**config.mk**
```make
export PLATFORM = sky130hd
export DESIGN_NAME = flag_cond_unit
export DESIGN_NICKNAME = d
export VERILOG_FILES = /design/src/rtl/flag_cond_unit.sv
export SDC_FILE = /design/constraint.sdc
export NUM_CORES = 1
export LEC_CHECK = 0
export ABC_CLOCK_PERIOD_IN_PS = 1460
export CORE_AREA = 2 2 39 41
export CTS_CLUSTER_DIAMETER = 120
export CTS_CLUSTER_SIZE = 28
export DETAILED_ROUTE_END_ITERATION = 6
export DIE_AREA = 0 0 41 43
export GPL_TIMING_DRIVEN = 0
export MAX_ROUTING_LAYER = met4
export PLACE_DENSITY = 0.74
export SYNTH_ARGS = -nofsm -noshare
export SYNTH_HDL_FRONTEND = slang
export SYNTH_SLANG_ARGS = --single-unit
```
**constraint.sdc**
```tcl
create_clock -name clk -period 1.46 [get_ports clk]
set_input_delay 0.292 -clock clk [delete_from_list [all_inputs] [get_ports clk]]
set_output_delay 0.292 -clock clk [all_outputs]
set_load 0.1 [all_outputs]
```
**src/rtl/flag_cond_unit.sv**
```systemverilog
// flag_cond_unit: registered Z/N/C/V flag store with a handshaked condition
// evaluator and optional PA-RISC-style nullification of retiring instructions.
// Optional feature macro: FLAG_NULLIFY_EN (NULL state, slot counter, squash).
module flag_cond_unit #(
  parameter int unsigned NULLIFY_SLOTS = 1
) (
  input  logic       clk,
  input  logic       rst_n,
  input  logic       flag_we,
  input  logic       z_in,
  input  logic       n_in,
  input  logic       c_in,
  input  logic       v_in,
  output logic [3:0] flags_out,
  output logic       ci_out,
  input  logic       cond_valid,
  output logic       cond_ready,
  input  logic [3:0] cond_code,
  input  logic       cond_neg,
  input  logic       cond_nullify,
  output logic       res_valid,
  output logic       res_taken,
  input  logic       res_ready,
  input  logic       instr_valid,
  output logic       squash
);

  typedef enum logic [1:0] {
    ST_IDLE   = 2'd0,
    ST_RESULT = 2'd1,
    ST_NULL   = 2'd2
  } state_t;

  state_t     state_q, state_d;
  logic [3:0] flags_q, flags_d;
  logic       res_taken_q, res_taken_d;

  logic [3:0] evalFlags;
  logic       evalRaw;
  logic       takenNow;

`ifdef FLAG_NULLIFY_EN
  localparam logic [3:0] SlotsInit = 4'(NULLIFY_SLOTS);

  logic       null_req_q, null_req_d;
  logic [3:0] count_q, count_d;
`else
  logic       unusedCfg;
  assign unusedCfg = ^{cond_nullify, instr_valid, 4'(NULLIFY_SLOTS)};
`endif

  // Flag register: capture ALU flags on flag_we, otherwise hold.
  always_comb begin
    flags_d = flags_q;
    if (flag_we) begin
      flags_d = {z_in, n_in, c_in, v_in};
    end
  end

  // Condition evaluation; incoming flags bypass the register when written in the same cycle.
  always_comb begin
    evalFlags = flag_we ? {z_in, n_in, c_in, v_in} : flags_q;
    evalRaw   = 1'b0;
    unique case (cond_code)
      4'd1:    evalRaw = evalFlags[3];
      4'd2:    evalRaw = evalFlags[2] ^ evalFlags[0];
      4'd3:    evalRaw = (evalFlags[2] ^ evalFlags[0]) | evalFlags[3];
      4'd4:    evalRaw = evalFlags[1];
      4'd5:    evalRaw = evalFlags[1] | evalFlags[3];
      4'd6:    evalRaw = evalFlags[0];
      4'd7:    evalRaw = evalFlags[2];
      default: evalRaw = 1'b0;
    endcase
    takenNow = evalRaw ^ cond_neg;
  end

  // Handshake FSM next-state logic; squash is the only combinational output.
  always_comb begin
    state_d     = state_q;
    res_taken_d = res_taken_q;
    squash      = 1'b0;
`ifdef FLAG_NULLIFY_EN
    null_req_d  = null_req_q;
    count_d     = count_q;
`endif
    unique case (state_q)
      ST_IDLE: begin
        if (cond_valid) begin
          state_d     = ST_RESULT;
          res_taken_d = takenNow;
`ifdef FLAG_NULLIFY_EN
          null_req_d  = cond_nullify;
`endif
        end
      end
      ST_RESULT: begin
        if (res_ready) begin
          state_d = ST_IDLE;
`ifdef FLAG_NULLIFY_EN
          if (res_taken_q && null_req_q) begin
            state_d = ST_NULL;
            count_d = SlotsInit;
          end
`endif
        end
      end
      ST_NULL: begin
`ifdef FLAG_NULLIFY_EN
        squash = instr_valid;
        if (instr_valid) begin
          count_d = count_q - 4'd1;
          if (count_q == 4'd1) begin
            state_d = ST_IDLE;
          end
        end
`else
        state_d = ST_IDLE;
`endif
      end
      default: state_d = ST_IDLE;
    endcase
  end

  // State, flag and result registers with asynchronous active-low reset.
  always_ff @(posedge clk or negedge rst_n) begin
    if (!rst_n) begin
      state_q     <= ST_IDLE;
      flags_q     <= 4'b0000;
      res_taken_q <= 1'b0;
    end else begin
      state_q     <= state_d;
      flags_q     <= flags_d;
      res_taken_q <= res_taken_d;
    end
  end

`ifdef FLAG_NULLIFY_EN
  // Nullify request and remaining-slot counter.
  always_ff @(posedge clk or negedge rst_n) begin
    if (!rst_n) begin
      null_req_q <= 1'b0;
      count_q    <= 4'd0;
    end else begin
      null_req_q <= null_req_d;
      count_q    <= count_d;
    end
  end
`endif

  assign flags_out  = flags_q;
  assign ci_out     = flags_q[1];
  assign cond_ready = (state_q == ST_IDLE);
  assign res_valid  = (state_q == ST_RESULT);
  assign res_taken  = res_taken_q;

endmodule

```
==> impl_metrics.xml, run 1 <==
<?xml version="1.0" encoding="UTF-8"?>
<metrics>
  <group name="finish">
    <metric name="layout.nets" unit="">74</metric>
    <metric name="layoutNonFillerInstCount" unit="">72</metric>
    <metric name="layout.cells.most_common_list" unit="">sky130_fd_sc_hd__clkdlybuf4s50_1 (10), sky130_fd_sc_hd__nand2_1 (5), sky130_fd_sc_hd__buf_2 (5)</metric>
    <metric name="layout_commonest_cell" unit="">sky130_fd_sc_hd__clkdlybuf4s50_1</metric>
    <metric name="insertedDiodeCount" unit="">0</metric>
    <metric name="final_area" unit="um^2">592</metric>
    <metric name="drive_gt1_frac" unit="">0.464</metric>
    <metric name="filler_cell_count" unit="">157</metric>
    <metric name="area_growth" unit="%">66.5</metric>
  </group>
  <group name="pwr">
    <metric name="pwr_density_cell" unit="nW/um^2">1270</metric>
    <metric name="max-vdd-ir-drop" unit="uV">569</metric>
    <metric name="totalPowerFinal" unit="W">0.000753</metric>
    <metric name="power.static_leakage" unit="nW">0.255</metric>
  </group>
  <group name="critical_path">
    <metric name="arrival_worst_endpoint" unit="ns">1.57</metric>
    <metric name="crit_path_start_kind" unit="">flip-flop</metric>
    <metric name="crit_end" unit="">res_taken</metric>
    <metric name="ff2ff_setup_slack" unit="ns">0.009</metric>
    <metric name="r2r-start" unit="">flags_out[2]</metric>
    <metric name="r2r.worst_path.cells" unit="">5</metric>
    <metric name="startpoint" unit="">flags_out[2]</metric>
    <metric name="timing.critical_path.to_type" unit="">flip-flop</metric>
    <metric name="critical_path_required" unit="ns">1.58</metric>
    <metric name="worstSetupPathType" unit="">flip-flop to flip-flop</metric>
    <metric name="path_max_fanout" unit="">4</metric>
    <metric name="regToRegEndpoint" unit="">res_taken</metric>
  </group>
  <group name="routing">
    <metric name="drt_first_iter_violations" unit="">2</metric>
    <metric name="post_drt_via_cell_ratio" unit="">4.53</metric>
    <metric name="routed_wire_length_per_instance" unit="um">11.0</metric>
    <metric name="detailroute.via_count" unit="">326</metric>
    <metric name="drt_pass1_iterations" unit="">4</metric>
    <metric name="route.detailed.drc" unit="">0</metric>
    <metric name="detail-route-antenna-nets" unit="">0</metric>
    <metric name="totalWireLength" unit="um">790</metric>
  </group>
  <group name="die">
    <metric name="placementRows" unit="">14</metric>
    <metric name="die_width" unit="um">41</metric>
    <metric name="die_y" unit="um">43</metric>
    <metric name="floorplan.core_area" unit="um^2">1380</metric>
    <metric name="pin_count" unit="">25</metric>
    <metric name="floorplan_die_area" unit="um^2">1760</metric>
    <metric name="start_util" unit="">0.257</metric>
  </group>
  <group name="clock_tree">
    <metric name="cts_tree" unit="">yes</metric>
    <metric name="clock_insertion_delay_worst_skew" unit="ns">0.24</metric>
    <metric name="cts.reportedPaths.clkPinSlew" unit="ns">0.05</metric>
    <metric name="cts-root-to-sink-buffers" unit="">2</metric>
    <metric name="ctsHtreeMaxLevel" unit="">1</metric>
    <metric name="postCtsSetupRepairBufs" unit="">0</metric>
    <metric name="clock-sinks" unit="">6</metric>
    <metric name="cts-buffers-inserted" unit="">3</metric>
    <metric name="root_buffer" unit="">sky130_fd_sc_hd__clkbuf_4</metric>
  </group>
  <group name="run">
    <metric name="maxCapViolCount" unit="">0</metric>
  </group>
  <group name="placement">
    <metric name="placedInstanceArea" unit="um^2">587</metric>
    <metric name="io_buffers" unit="">20</metric>
    <metric name="placedCellCount" unit="">69</metric>
    <metric name="finalWeightedCongestion" unit="">0.691</metric>
  </group>
  <group name="synth">
    <metric name="syn_inst" unit="">33</metric>
    <metric name="synth_top_cell_area_share" unit="">0.423</metric>
    <metric name="yosys_warnings" unit="">0</metric>
    <metric name="synth.lib_cells_used.distinct" unit="">18</metric>
    <metric name="synth.yosys.seq_area_share" unit="">0.423</metric>
    <metric name="synth-seq-cells" unit="">6</metric>
    <metric name="syn-mean-instance-area" unit="um^2">10.8</metric>
    <metric name="netlist_top_cells_area" unit="">sky130_fd_sc_hd__dfrtp_1 (42%), sky130_fd_sc_hd__mux2_2 (13%), sky130_fd_sc_hd__mux4_2 (6.3%)</metric>
    <metric name="syn-cell-area" unit="um^2">355</metric>
    <metric name="synth_area_leader_cell" unit="">sky130_fd_sc_hd__dfrtp_1</metric>
    <metric name="synthesized_netlist_net_count" unit="">49</metric>
  </group>
  <group name="sta">
    <metric name="whs" unit="ns">0.296</metric>
    <metric name="final_critical_period" unit="ns">1.45</metric>
    <metric name="final_hold_violation_count" unit="">0</metric>
    <metric name="setup_viol" unit="">0</metric>
    <metric name="fmax" unit="GHz">0.689</metric>
    <metric name="setup_total_negative_slack" unit="ns">0</metric>
    <metric name="finalMaxSlewViolations" unit="">0</metric>
    <metric name="period_share" unit="">0.994</metric>
    <metric name="grt_setup_unrepaired" unit="">yes</metric>
    <metric name="finClkSkew" unit="ns">0.00367</metric>
  </group>
  <group name="run_status">
    <metric name="outcome" unit="">complete, no violations</metric>
  </group>
  <group name="worst_hold_path">
    <metric name="hold_path_class" unit="">primary input to asynchronous set/reset pin</metric>
  </group>
  <group name="global_route">
    <metric name="grt_first_pass_wirelength" unit="um">1150</metric>
    <metric name="grt_antenna_before_repair" unit="">0</metric>
    <metric name="grt_max_degree" unit="">8</metric>
    <metric name="grt_use_total" unit="">0.107</metric>
    <metric name="grt_overflow" unit="">0</metric>
    <metric name="first_global_vias" unit="">295</metric>
  </group>
</metrics>
## what timing repair did
action	in CTS	in global routing
cloned	0	0
gates resized for setup	39	4
pin swaps	1	0
hold buffers	0	0
setup endpoints to repair	9	4
## cells by family after synthesis
| group | Yosys count | synth area share |
|---|---|---|
| AND/OR/NAND/NOR | 10 | 0.134 |
| multiplexers | 6 | 0.218 |
| flip-flops | 6 | 0.423 |
| AO/OA/AOI/OAI | 4 | 0.0810 |
| buffers and inverters | 4 | 0.0845 |
| XOR/XNOR | 2 | 0.0493 |
| other | 1 | 0.0106 |
## state kept, by name (all words and copies together) (netlist names)
name,count
flags_out,4
res_taken,1
state_q,1
## worst min path at each step
stage               startpoint           end  slack, ns  cells past startpoint
CTS                      rst_n    state_q[0]       0.30                      1
global route             rst_n  flags_out[3]       0.30                      1
detailed placement   res_taken     res_taken       0.49                      2
floorplan                rst_n  flags_out[0]     -0.004                      0
global placement     res_taken     res_taken       0.48                      2
finish                   rst_n    state_q[0]       0.30                      1
## synth_stat cells
library cell and n:
sky130_fd_sc_hd__a21oi_1 1, sky130_fd_sc_hd__and3_1 1, sky130_fd_sc_hd__buf_4 2, sky130_fd_sc_hd__buf_6 1
sky130_fd_sc_hd__conb_1 1, sky130_fd_sc_hd__dfrtp_1 6, sky130_fd_sc_hd__inv_1 1, sky130_fd_sc_hd__mux2_2 4
sky130_fd_sc_hd__mux2i_1 1, sky130_fd_sc_hd__mux4_2 1, sky130_fd_sc_hd__nand2_1 5, sky130_fd_sc_hd__nand3_1 1
sky130_fd_sc_hd__nor3_1 2, sky130_fd_sc_hd__nor3b_1 1, sky130_fd_sc_hd__o21ai_0 1, sky130_fd_sc_hd__o21bai_2 1
sky130_fd_sc_hd__o31ai_1 1, sky130_fd_sc_hd__xor2_1 2
## final cells by class
class | instances | area, um^2 | area share
inverters | 1 | 7.51 | 0.0127
plain buffers | 3 | 26.3 | 0.0444
multi-input cells | 23 | 188 | 0.317
repair buffers | 20 | 170 | 0.288
clock buffers | 3 | 22.5 | 0.0381
well taps | 16 | 20.0 | 0.0338
flip-flops and latches | 6 | 158 | 0.266
## per-stage QoR
step           setup slack [ns]   util
5_1_grt                 -0.0920  0.428
4_1_cts                 0.00201  0.429
2_1_floorplan            -0.313      -
6_report                0.00903  0.428
3_3_place_gp             -0.508  0.424
3_5_place_dp             -0.506  0.424
## layer usage
| layer | GRT usage | share of wire | vias up |
|---|---|---|---|
| li1 | - | - | 160 |
| met4 | 0.0800 | 0 | 0 |
| met2 | 0.144 | 0.47 | 16 |
| met1 | 0.115 | 0.40 | 150 |
| met3 | 0.0524 | 0.12 | 0 |
| met5 | - | 0 | - |
## power by group
group          leakage (nW)  internal [W]  switching (W)
clock network        0.0138     0.0000929      0.0000587
logic                 0.175      0.000100       0.000290
registers            0.0668      0.000194      0.0000171
total                 0.255      0.000387       0.000366
## worst max-delay path: stages (launching register included)
cell,delay (ns)
sky130_fd_sc_hd__dfrtp_2,0.42
sky130_fd_sc_hd__mux4_2,0.50
sky130_fd_sc_hd__o21bai_4,0.15
sky130_fd_sc_hd__nor3_2,0.05
sky130_fd_sc_hd__mux2i_1,0.12
sky130_fd_sc_hd__nand3_1,0.09
Note: power is estimated with default switching activity, not from simulation.
==> run 2: changes to the inputs <==
Settings changed: CTS_CLUSTER_SIZE 28 to default.
==> results of run 2 <==
The final DEF is identical to that of run 1; final timing and power are the same.
